**src/rtl/fc_chain_sched.sv**
```systemverilog
// Sequencer for a two-layer fully-connected chain. It loads host words into
// layer 1's input buffer, runs layer 1, copies layer 1's function output into
// layer 2's input buffer, runs layer 2, and streams layer 2's function output
// back to the host. All outputs come straight from registers.
module fc_chain_sched #(
    parameter int input_size_1         = 784,
    parameter int output_size_1        = 784,
    parameter int input_size_2         = 784,
    parameter int output_size_2        = 1500,
    parameter int datatype_size        = 8,
    parameter int output_datatype_size = datatype_size
) (
    input  logic                                clk,
    input  logic                                rst,
    input  logic                                i_in_valid,
    input  logic [datatype_size-1:0]            i_in_data,
    output logic                                o_in_ready,
    output logic                                o_out_valid,
    output logic [output_datatype_size-1:0]     o_out_data,
    output logic                                o_busy,
    output logic                                o_done,
    output logic                                o_ibuf_we_1,
    output logic [datatype_size-1:0]            o_ibuf_wr_data_1,
    output logic [$clog2(input_size_1)-1:0]     o_ibuf_addr_1,
    output logic                                o_start_1,
    input  logic                                i_busy_1,
    output logic                                o_func_start_1,
    input  logic                                i_func_valid_1,
    input  logic [output_datatype_size-1:0]     i_func_data_1,
    output logic                                o_ibuf_we_2,
    output logic [datatype_size-1:0]            o_ibuf_wr_data_2,
    output logic [$clog2(input_size_2)-1:0]     o_ibuf_addr_2,
    output logic                                o_start_2,
    input  logic                                i_busy_2,
    output logic                                o_func_start_2,
    input  logic                                i_func_valid_2,
    input  logic [output_datatype_size-1:0]     i_func_data_2
);

    localparam int A1_W  = $clog2(input_size_1);
    localparam int A2_W  = $clog2(input_size_2);
    localparam int MAX_A = (input_size_1 > output_size_1) ? input_size_1 : output_size_1;
    localparam int MAX_N = (MAX_A > output_size_2) ? MAX_A : output_size_2;
    // One shared word counter, wide enough for the longest of the three streams
    localparam int CNT_W = (MAX_N > 1) ? $clog2(MAX_N) : 1;

    localparam logic [CNT_W-1:0] LAST_IN1  = CNT_W'(input_size_1 - 1);
    localparam logic [CNT_W-1:0] LAST_OUT1 = CNT_W'(output_size_1 - 1);
    localparam logic [CNT_W-1:0] LAST_OUT2 = CNT_W'(output_size_2 - 1);

    // Layer 1's output feeds layer 2's input buffer word for word, and the
    // function output lands in an activation-wide buffer.
    generate
        if (output_size_1 != input_size_2) begin : g_chk_chain
            $error("fc_chain_sched: output_size_1 must equal input_size_2");
        end
        if (output_datatype_size != datatype_size) begin : g_chk_width
            $error("fc_chain_sched: output_datatype_size must equal datatype_size");
        end
    endgenerate

    typedef enum logic [3:0] {
        LOAD1, GAP1, START1, WAIT1, FUNC1, GAP2, START2, WAIT2, FUNC2
    } state_t;

    state_t                            r_state;
    logic [CNT_W-1:0]                  r_cnt;
    logic                              r_seen_busy;
    logic                              r_in_ready;
    logic                              r_out_valid;
    logic [output_datatype_size-1:0]   r_out_data;
    logic                              r_busy;
    logic                              r_done;
    logic                              r_ibuf_we_1;
    logic [datatype_size-1:0]          r_ibuf_wr_data_1;
    logic [A1_W-1:0]                   r_ibuf_addr_1;
    logic                              r_start_1;
    logic                              r_func_start_1;
    logic                              r_ibuf_we_2;
    logic [datatype_size-1:0]          r_ibuf_wr_data_2;
    logic [A2_W-1:0]                   r_ibuf_addr_2;
    logic                              r_start_2;
    logic                              r_func_start_2;

    // Sequencer FSM: every output is set here so it leaves a flop. r_busy is
    // written with the value the next state/count will have, so it reads as
    // (state != LOAD1 || cnt != 0) in the same cycle as that state.
    always_ff @(posedge clk or posedge rst) begin
        if (rst) begin
            r_state          <= LOAD1;
            r_cnt            <= '0;
            r_seen_busy      <= 1'b0;
            r_in_ready       <= 1'b0;
            r_out_valid      <= 1'b0;
            r_out_data       <= '0;
            r_busy           <= 1'b0;
            r_done           <= 1'b0;
            r_ibuf_we_1      <= 1'b0;
            r_ibuf_wr_data_1 <= '0;
            r_ibuf_addr_1    <= '0;
            r_start_1        <= 1'b0;
            r_func_start_1   <= 1'b0;
            r_ibuf_we_2      <= 1'b0;
            r_ibuf_wr_data_2 <= '0;
            r_ibuf_addr_2    <= '0;
            r_start_2        <= 1'b0;
            r_func_start_2   <= 1'b0;
        end else begin
            r_in_ready     <= 1'b0;
            r_out_valid    <= 1'b0;
            r_done         <= 1'b0;
            r_ibuf_we_1    <= 1'b0;
            r_start_1      <= 1'b0;
            r_func_start_1 <= 1'b0;
            r_ibuf_we_2    <= 1'b0;
            r_start_2      <= 1'b0;
            r_func_start_2 <= 1'b0;
            case (r_state)
                LOAD1: begin
                    r_in_ready <= 1'b1;
                    if (i_in_valid && r_in_ready) begin
                        r_ibuf_we_1      <= 1'b1;
                        r_ibuf_addr_1    <= r_cnt[A1_W-1:0];
                        r_ibuf_wr_data_1 <= i_in_data;
                        r_busy           <= 1'b1;
                        if (r_cnt == LAST_IN1) begin
                            r_cnt      <= '0;
                            r_in_ready <= 1'b0;
                            r_state    <= GAP1;
                        end else begin
                            r_cnt <= r_cnt + 1'b1;
                        end
                    end
                end
                GAP1: begin
                    r_start_1 <= 1'b1;
                    r_state   <= START1;
                end
                START1: begin
                    r_seen_busy <= 1'b0;
                    r_state     <= WAIT1;
                end
                WAIT1: begin
                    if (i_busy_1) begin
                        r_seen_busy <= 1'b1;
                    end else if (r_seen_busy) begin
                        r_func_start_1 <= 1'b1;
                        r_state        <= FUNC1;
                    end
                end
                FUNC1: begin
                    if (i_func_valid_1) begin
                        r_ibuf_we_2      <= 1'b1;
                        r_ibuf_addr_2    <= r_cnt[A2_W-1:0];
                        r_ibuf_wr_data_2 <= i_func_data_1;
                        if (r_cnt == LAST_OUT1) begin
                            r_cnt   <= '0;
                            r_state <= GAP2;
                        end else begin
                            r_cnt <= r_cnt + 1'b1;
                        end
                    end
                end
                GAP2: begin
                    r_start_2 <= 1'b1;
                    r_state   <= START2;
                end
                START2: begin
                    r_seen_busy <= 1'b0;
                    r_state     <= WAIT2;
                end
                WAIT2: begin
                    if (i_busy_2) begin
                        r_seen_busy <= 1'b1;
                    end else if (r_seen_busy) begin
                        r_func_start_2 <= 1'b1;
                        r_state        <= FUNC2;
                    end
                end
                FUNC2: begin
                    if (i_func_valid_2) begin
                        r_out_valid <= 1'b1;
                        r_out_data  <= i_func_data_2;
                        if (r_cnt == LAST_OUT2) begin
                            r_cnt   <= '0;
                            r_done  <= 1'b1;
                            r_busy  <= 1'b0;
                            r_state <= LOAD1;
                        end else begin
                            r_cnt <= r_cnt + 1'b1;
                        end
                    end
                end
                default: begin
                    r_cnt   <= '0;
                    r_busy  <= 1'b0;
                    r_state <= LOAD1;
                end
            endcase
        end
    end

    assign o_in_ready       = r_in_ready;
    assign o_out_valid      = r_out_valid;
    assign o_out_data       = r_out_data;
    assign o_busy           = r_busy;
    assign o_done           = r_done;
    assign o_ibuf_we_1      = r_ibuf_we_1;
    assign o_ibuf_wr_data_1 = r_ibuf_wr_data_1;
    assign o_ibuf_addr_1    = r_ibuf_addr_1;
    assign o_start_1        = r_start_1;
    assign o_func_start_1   = r_func_start_1;
    assign o_ibuf_we_2      = r_ibuf_we_2;
    assign o_ibuf_wr_data_2 = r_ibuf_wr_data_2;
    assign o_ibuf_addr_2    = r_ibuf_addr_2;
    assign o_start_2        = r_start_2;
    assign o_func_start_2   = r_func_start_2;

endmodule

```
**config.mk**
```make
export PLATFORM = sky130hd
export DESIGN_NAME = fc_chain_sched
export DESIGN_NICKNAME = d
export VERILOG_FILES = /design/src/rtl/fc_chain_sched.sv
export SDC_FILE = /design/constraint.sdc
export NUM_CORES = 1
export LEC_CHECK = 0
export BUFFER_PORTS_ARGS = -buffer_cell sky130_fd_sc_hd__buf_4
export CAP_MARGIN = 20
export CORE_ASPECT_RATIO = 2
export CORE_UTILIZATION = 50
export DETAILED_ROUTE_END_ITERATION = 6
export PLACE_DENSITY = 0.77
export SYNTH_ARGS = -nofsm -noshare
export SYNTH_HDL_FRONTEND = slang
export SYNTH_SLANG_ARGS = --single-unit
```
**constraint.sdc**
```tcl
create_clock -name clk -period 3.1 [get_ports clk]
set_input_delay 0.62 -clock clk [delete_from_list [all_inputs] [get_ports clk]]
set_output_delay 0.62 -clock clk [all_outputs]
set_load 0.05 [all_outputs]
```
After elaboration in Yosys (flattened, before gate mapping). Cells that the tools add are included.

Bits in registers: 70. Input bits: 31. Output and inout bits: 54. Word-level logic and storage cells: 99.

Add/sub/neg operators: 1. Eq/ne operators: 22. Muxes and demuxes: 43. Bitwise operators: 2. Reduce and logical (&&, ||, !) cells: 13.

Operators by type and width (number): two-way mux 11 bit (5); case mux 11 bit (4 select lines) (1); two-way mux 4 bit (10); case mux 4 bit (9 select lines) (1); two-way mux 1 bit (24); inequality test 2 bit, second input constant (12); == test 4 x 3 -> 1 bit, second input constant (4); adder 11 x 1 -> 11 bit, second input constant (1); == test 11 x 10 -> 1 bit, second input constant (1); == test 11 bit, second input constant (1); AND reduction 10 bit (1); == test 4 x 2 -> 1 bit, second input constant (2); AND reduction 4 bit (2); OR reduction 7 bit (1); case mux 1 bit (3 select lines) (2); AND reduction 2 bit (3); OR reduction 6 bit (1); == test 4 x 1 -> 1 bit, second input constant (1); == test 4 bit, second input constant (1); zero test 4 bit (1); AND reduction 3 bit (1); nonzero test 3 bit (1); NOT 1 bit (2); OR reduction 2 bit (1); logical AND 1 bit (1).

Longest topological paths before layout. Gate-level depths: netlist (run 1).

Word-level depth: 4. Depth in mapped cells: 8. Depth with buffers taken out: 6.

Worst setup path before layout (run 1). No wires, ideal clock.

Path type: reg2reg. Start: reg r_cnt[0]. End: reg r_cnt[6]. Library setup time: 121 ps. Data arrival time: 1672 ps. Required time: 2979 ps. Setup slack: 1307 ps. Cell stages (with the launch flop): 8. Buffers on the path: 1. Clock period less this slack: 1793 ps. Cells stage by stage: dfrtp_1 > ha_1 > and4b_1 > nand3_1 > a32o_1 > buf_2 > a21o_1 > a22o_1.

Longest elaborated chain between the ends: 4. Elaborated cells between the ends (all ways): 9. Those cells by class: add/sub: 1; eq/ne: 2; mux: 6.

Ends and longest elaborated chain: from (decl) (line 67) `logic [CNT_W-1:0] r_cnt;`; from (signal assigned) (line 131) `r_cnt <= r_cnt + 1'b1;`; from (signal assigned) (line 160) `r_cnt <= r_cnt + 1'b1;`; from (signal assigned) (line 190) `r_cnt <= r_cnt + 1'b1;`; adder 11 x 1 -> 11 bit (tied with other cells) (line 131, 160, 190); two-way mux 11 bit, on equally long branches (line 184, 126, 156); two-way mux 11 bit, on equally long branches (line 181, 121, 152); case mux 11 bit (4 select lines) * (line 118) `case (r_state)`.

Mark *: on every way between the ends. The rest lies on a longest branch, timed or not. The select of a mux whose other input is x is not followed. A chain may end at the register's enable or synchronous reset.

Final worst setup path (run 1).
Start: reg r_state[3]. End: reg r_ibuf_wr_data_2[2], in the netlist o_ibuf_wr_data_2[2].

Longest elaborated chain between the ends: 2.

Ends and longest elaborated chain: from (decl) (line 66) `state_t r_state;`; from (signal assigned) (line 90) `r_state <= LOAD1;`; from (signal assigned) (line 129) `r_state <= GAP1;`; from (signal assigned) (line 137) `r_state <= START1;`; == test 4 x 3 -> 1 bit (line 118); AND reduction 2 bit (no line); to (signal assigned) (line 155) `r_ibuf_wr_data_2 <= i_func_data_1;`; to (decl) (line 80) `logic [datatype_size-1:0] r_ibuf_wr_data_2;`.

Every way passes these cells.

==> run_results.csv, run 1 <==
group,metric,value,unit
clock_tree,cts_num_sinks,70,
setup_path,rr_startpoint,"r_state[3]$_DFFE_PP0P_",
pwr,switching_share,42.0,%
route,detail_route.wl_per_cell,15.4,µm
timing,finalMaxSlewViolations,0,
setup_path,rr_worst_depth,4,
synthesis,synth-main-ff-cell,"dfrtp_1",
final_layout,fillerInstances,424,
global_route,grt_overflow,0,
timing,period_needed,2.26,ns
final_layout,drive_gt1_share,42.7,%
clock_tree,postCtsHoldBufs,0,
run_status,status,"finished clean",
synthesis,yosysMostFrequentCell,"dfrtp_1",
hold_path,min_from,"o_ibuf_wr_data_2[1]$_DFFE_PP0P_",
timing,setup_tns,0,ns
synthesis,synth_top_area_cell,"dfrtp_1",
synthesis,synth_edf_count,0,
pwr,pwr-share-comb,41.9,%
clock_tree,htreeDepth,3,
floorplan,design.core.area,5710,µm²
floorplan,io_pins,85,
synthesis,postSynth.asyncResetShare,100,%
pwr,peakVddDrop,0.825,mV
route,dr.pass1.iters,4,
timing,setup_ws,0.843,ns
synthesis,synth_fa_ha_area_share,0.425,%
pwr,p_int,0.00246,W
route,vias,2186,
setup_path,cp_slowest_stage_delay,0.71,ns
final_layout,final_util,68.5,%
global_route,grt_use_met3,5.74,%
synthesis,synth_cell_type_count,43,
synthesis,syn_area_per_cell,12.0,µm²
route,drt_drc_violations_left,0,
setup_path,worst-path-max-fanout,21,
timing,relSlewSlack,39.8,%
global_route,grt_pass1_vias,2201,
synthesis,yosysWarnings,0,
synthesis,synthTopCellsByCount,"70 x dfrtp_1, 36 x mux2_2, 34 x nand2_1",
clock_tree,numCtsBuffers,9,
floorplan,dieWidth,56.3,µm
global_route,grt.busiest_layer,"met2",
setup_path,slowest_stage,"dfrtp_1",
global_route,antenna_found_initial,0,
clock_tree,clk_pin_slew_worst_paths,0.05,ns
global_route,grt_pass1_wl,10400,µm
synthesis,synth_top_family_by_area,"simple AND/OR/NAND/NOR gates",
floorplan,die_y,111,µm
synthesis,synth_nets,277,
synthesis,synth_xor_xnor_area_share,0.595,%
setup_path,r2r-end,"o_ibuf_wr_data_2[2]$_DFFE_PP0P_",
placed_design,gp_congestion,0.768,
setup_path,path_cells,"nand4b_1 > clkinv_1 > nand2_1 > nand2_1",
clock_tree,cts_resized,0,
synthesis,synth_top_area_share,59.5,%
timing,fmax,0.443,GHz
final_layout,syn_to_final_growth,32.7,%
global_route,globalRouteTotalUtil,21.9,%
setup_path,cp-startpoint,"r_state[3]$_DFFE_PP0P_",
flow_run,maxCapViolations,0,
route,vias_per_cell,5.52,
global_route,grt_max_degree,71,
synthesis,synth.area.top_cells,"dfrtp_1 59%, mux2_2 14%, nand2_1 4.3%",
final_layout,insertedDiodeCount,0,
setup_path,cpMostUsedCell,"nand2_1",
floorplan,die_area,6220,µm²
pwr,clkPwrFrac,24.0,%
hold_path,hold_path_depth,2,
clock_tree,root_buffer,"clkbuf_16",
clock_tree,clockBufferDepth,2,
placed_design,port_buffers,84,
setup_path,worstSetupPathType,"register to register",
setup_path,cp-start-kind,"register",
synthesis,synth_compound_area_share,8.33,%
clock_tree,cts_tree,"yes",
synthesis,synth_area,2950,µm²
route,first_iter_violations,49,
placed_design,preCtsSetupSlack,0.859,ns
route,postRouteAntennaNets,0,
timing,rsz0062_at_grt,"false",
synthesis,ys_ff_latch,70,
timing,clock_skew,0.00334,ns
global_route,globalRouteMet1Util,23.9,%
setup_path,arrival,2.47,ns
pwr,power.density,1080,nW/µm²
clock_tree,clk_latency,0.33,ns
floorplan,start_util,51.6,%
final_layout,final_cells,396,
pwr,p_sw,0.00178,W
final_layout,finalNetCount,362,
final_layout,multi_input_area,1120,µm²
placed_design,place_area,3610,µm²
hold_path,hp-class,"register to register",
synthesis,ys_seq_area_share,59.5,%
final_layout,register_area,1750,µm²
synthesis,synthMuxAreaShare,14.1,%
timing,worstMarginPinSlew,0.899,ns
timing,fin_crit_sh,72.8,%
global_route,use_met2,37.9,%
route,wirelength,6090,µm
placed_design,post-place-cells,380,
setup_path,endpoint_kind,"register",
setup_path,worstPathRequired,3.32,ns
timing,setup_viol,0,
synthesis,synthCells,245,
clock_tree,post_cts_buffers,0,
placed_design,dp_hpwl,4110,µm
floorplan,rows,39,
final_layout,final_cell_area,3910,µm²
hold_path,min_to,"o_ibuf_wr_data_2[1]$_DFFE_PP0P_",
timing,finalHoldViolCount,0,
synthesis,synthSimpleGateAreaFrac,14.4,%
setup_path,r2r_slack,0.84,ns
pwr,sequentialPowerShare,34.1,%
pwr,leakage,2.03,nW
## metal layers
metal / part of all wire, % / wire length, µm
met1: 38 / 2310
met2: 55 / 3360
met3: 4.0 / 243
met4: 2.8 / 170
met5: 0 / 0
## registers in the layout, summed over array words and instances, names as in the netlist
register,count
o_in_ready,1
o_start_1,1
o_busy,1
o_func_start_2,1
o_ibuf_addr_2,10
o_out_valid,1
o_ibuf_wr_data_2,8
r_cnt,11
r_seen_busy,1
o_out_data,8
o_ibuf_wr_data_1,8
r_state,4
o_ibuf_we_2,1
o_ibuf_addr_1,10
o_func_start_1,1
o_ibuf_we_1,1
o_start_2,1
o_done,1
## per-stage QoR
stage | hold slack, ns | power, W
6_report | 0.473 | 0.00424
3_3_place_gp | 0.459 | 0.00320
5_1_grt | 0.477 | 0.00445
2_1_floorplan | 0.496 | 0.00274
3_5_place_dp | 0.468 | 0.00323
4_1_cts | 0.465 | 0.00428
## cells by family after synthesis
group                    after synthesis
XOR/XNOR                               2
adder cells (fa/ha/maj)                1
multiplexers                          37
AO/OA/AOI/OAI                         33
flip-flops                            70
buffers and inverters                 16
AND/OR/NAND/NOR                       86
## cell usage in the layout, fill, tap and decap left out, types with 2 or more instances in the layout
| cell | instances |
|---|---|
| clkinv_2 | 3 |
| nor3_1 | 5 |
| buf_4 | 86 |
| inv_1 | 2 |
| and3_1 | 4 |
| dfrtp_1 | 70 |
| clkbuf_16 | 9 |
| and4b_1 | 2 |
| nand2b_1 | 5 |
| a21oi_1 | 3 |
| nand3_1 | 9 |
| clkbuf_8 | 2 |
| nor3_2 | 2 |
| nor3b_1 | 3 |
| nor2_1 | 12 |
| o21ai_0 | 7 |
| nand2_1 | 34 |
| a22o_1 | 5 |
| o311ai_1 | 2 |
| a21o_1 | 6 |
| nor2b_1 | 2 |
| mux2_2 | 36 |
| nor4_1 | 2 |
## power groups by stage
stage	Combinational (W)	Clock, W	Sequential [W]
3_3_place_gp	0.00175	0	0.00145
2_1_floorplan	0.000690	0	0.00206
3_5_place_dp	0.00177	0	0.00146
4_1_cts	0.00179	0.00104	0.00145
5_1_grt	0.00188	0.00108	0.00149
6_report	0.00178	0.00102	0.00144
## worst max-delay path, delay by kind of cell, from the launching register on
family / cells / cell delay (ns)
simple gates: 3 / 0.95
flops: 1 / 0.71
buf+inv: 1 / 0.48
## cell type report
class                   instances  area share [%]
clock inverters                 4            1.15
well taps                      61            1.95
repair buffers                 86            16.5
inverters                       4           0.384
flip-flops and latches         70            44.8
clock buffers                  12            6.56
multi-input cells             159            28.6
## how the worst max path moves through the flow
| stage | endpoint | slack (ns) |
|---|---|---|
| after floorplan | o_busy$_DFFE_PP0P_ | 0.71 |
| after global placement | r_cnt[5]$_DFFE_PP0P_ | 0.93 |
| after detailed placement | o_ibuf_wr_data_2[2]$_DFFE_PP0P_ | 0.86 |
| after CTS | o_ibuf_wr_data_2[2]$_DFFE_PP0P_ | 0.83 |
| after global routing | o_ibuf_wr_data_2[5]$_DFFE_PP0P_ | 0.58 |
| final | o_ibuf_wr_data_2[2]$_DFFE_PP0P_ | 0.84 |
No activity file was read; power rests on OpenSTA's default activity.
==> run 2: changes to the inputs <==
- CORE_UTILIZATION: 50 -> 46
- PLACE_DENSITY: 0.77 -> 0.75
- clock period: 3.1 -> 2 ns (I/O delays scaled with it)
==> run 2 against run 1 <==
Count of clock-buffer cells in the layout is 2 higher; non-clock buffer count is 18 higher; sequential power is 49% higher; clock skew is 0.0027 ns higher; die area is 8.5% higher.
==> run_results.csv, run 2 (synthesis results as in run 1) <==
group,metric,value,unit
placed_design,dp_hpwl,4720,µm
setup_path,worstPathRequired,2.21,ns
pwr,p_int,0.00385,W
final_layout,final_cells,436,
timing,setup_ws,0.123,ns
clock_tree,numCtsBuffers,9,
timing,setup_tns,0,ns
placed_design,preCtsSetupSlack,-0.0477,ns
pwr,pwr-share-comb,46.2,%
pwr,leakage,2.12,nW
timing,worstMarginPinSlew,0.488,ns
final_layout,drive_gt1_share,46.0,%
final_layout,largest_register,"r_cnt",
clock_tree,clk_latency,0.33,ns
placed_design,gp_congestion,0.893,
final_layout,final_common_cell,"buf_4",
timing,period_needed,1.88,ns
pwr,switching_share,42.0,%
route,topRoutingLayerUsed,"met4",
setup_path,worst-path-max-fanout,6,
pwr,clkPwrFrac,21.4,%
timing,setup_viol,0,
route,drt_drc_violations_left,0,
flow_run,maxCapViolations,0,
route,first_iter_violations,63,
pwr,power.density,1620,nW/µm²
timing,finalMaxSlewViolations,0,
setup_path,cp-start-kind,"register",
setup_path,worstSetupPathType,"register to register",
final_layout,finalNetCount,380,
pwr,p_sw,0.00279,W
pwr,peakVddDrop,0.786,mV
final_layout,final_cell_mix,"102 x buf_4, 69 x dfrtp_1, 36 x mux2_2, 34 x nand2_1, 12 x nor2_1",
placed_design,port_buffers,84,
global_route,grt_pass1_wl,10500,µm
global_route,antenna_found_initial,0,
global_route,grt_max_degree,44,
global_route,grt_overflow,0,
timing,fin_crit_sh,93.8,%
floorplan,io_pins,85,
floorplan,design.core.area,6110,µm²
route,detail_route.wl_per_cell,14.6,µm
timing,finalHoldViolCount,0,
final_layout,final_cell_area,4090,µm²
route,wirelength,6350,µm
hold_path,hp-class,"input port to asynchronous set/reset pin",
timing,relSlewSlack,67.4,%
floorplan,die_area,6750,µm²
timing,whs,0.102,ns
clock_tree,root_buffer,"clkbuf_16",
floorplan,dieWidth,58.6,µm
route,routed-wl-met3,329,µm
run_status,status,"finished clean",
route,dr.pass1.iters,4,
floorplan,start_util,48.2,%
route,vias,2280,
final_layout,insertedDiodeCount,0,
final_layout,largest_reg_flops,11,
clock_tree,postCtsHoldBufs,0,
timing,rsz0062_at_grt,"true",
route,wl_met1,2250,µm
placed_design,post-place-cells,420,
clock_tree,cts_tree,"yes",
timing,clock_skew,0.00606,ns
clock_tree,htreeDepth,3,
placed_design,place_area,3790,µm²
route,vias_per_cell,5.23,
route,postRouteAntennaNets,0,
setup_path,endpoint_kind,"register",
global_route,globalRouteTotalUtil,21.2,%
clock_tree,cts_num_sinks,70,
floorplan,rows,40,
pwr,sequentialPowerShare,32.4,%
floorplan,die_y,115,µm
clock_tree,clockBufferDepth,2,
route,wl_met2,3550,µm
setup_path,arrival,2.08,ns
clock_tree,clk_pin_slew_worst_paths,0.05,ns
final_layout,syn_to_final_growth,39.0,%
timing,fmax,0.533,GHz
global_route,grt_pass1_vias,2298,
final_layout,fillerInstances,526,
-- run 2: cell types whose count changed in the layout (fill, tap and decap cells not counted), moves of 2 or more --
| cell | delta |
|---|---|
| clkinv_2 | -2 |
| buf_12 | +2 |
| buf_4 | +16 |
| clkbuf_1 | +2 |
-- run 2: timing repair --
| item | in CTS | in global routing |
|---|---|---|
| endpoints found under the setup margin | 3 | 5 |
| hold endpoints to repair | 0 | 0 |
| pin swaps | 0 | 2 |
| cloned | 0 | 0 |
| setup buffers | 0 | 1 |
| resized for setup | 1 | 4 |
-- run 2: cell type report --
class / instances / area [µm²] / share of cell area (%)
Sequential cell: 70 / 1750 / 42.8
Clock buffer: 14 / 264 / 6.45
Inverter: 4 / 18.8 / 0.459
Clock inverter: 1 / 5.00 / 0.122
Timing Repair Buffer: 104 / 806 / 19.7
Tap cell: 84 / 105 / 2.57
Multi-Input combinational cell: 159 / 1140 / 27.9
-- run 2: path summary, 6_finish.rpt --
path / cells after the start / to / start / slack [ns]
hold / removal: 2 / o_out_data[1]$_DFFE_PP0P_ / rst / 0.10
setup reg to reg: 6 / r_cnt[4]$_DFFE_PP0P_ / r_cnt[0]$_DFFE_PP0P_ / 0.12
setup / recovery: 6 / r_cnt[4]$_DFFE_PP0P_ / r_cnt[0]$_DFFE_PP0P_ / 0.12
hold reg to reg: 2 / o_ibuf_wr_data_2[5]$_DFFE_PP0P_ / o_ibuf_wr_data_2[5]$_DFFE_PP0P_ / 0.47
min in group clk: 3 / o_ibuf_wr_data_2[4]$_DFFE_PP0P_ / i_func_data_1[4] / 0.26
max in group asynchronous: 3 / r_state[0]$_DFFE_PP0P_ / rst / 1.32
-- run 2: worst max-delay path, cell delays in order (launching register included) --
cell and delay [ns]:
dfrtp_1 0.36, ha_1 0.22, and4b_1 0.23, nand4_1 0.17
a32oi_2 0.31, nor2_2 0.13, a221o_1 0.34
-- run 2: layer usage --
layer | vias to the layer above | track usage [%]
li1 | 1076 | -
met1 | 1102 | 21.4
met2 | 81 | 37.4
met3 | 21 | 5.62
met4 | 0 | 13.7
met5 | - | 0
-- run 2: power by group through the flow --
| stage | clock (W) | sequential, W | combinational (W) |
|---|---|---|---|
| 2_1_floorplan | 0 | 0.00319 | 0.00107 |
| 3_3_place_gp | 0 | 0.00214 | 0.00298 |
| 3_5_place_dp | 0 | 0.00216 | 0.00303 |
| 4_1_cts | 0.00146 | 0.00214 | 0.00304 |
| 5_1_grt | 0.00152 | 0.00221 | 0.00328 |
| 6_report | 0.00142 | 0.00215 | 0.00307 |
-- run 2: per-stage QoR --
stage	power [W]	util, %
after global placement	0.00513	62.1
after CTS	0.00663	66.5
after floorplan	0.00426	-
after detailed placement	0.00519	62.1
final	0.00664	67.0
after global routing	0.00700	67.0
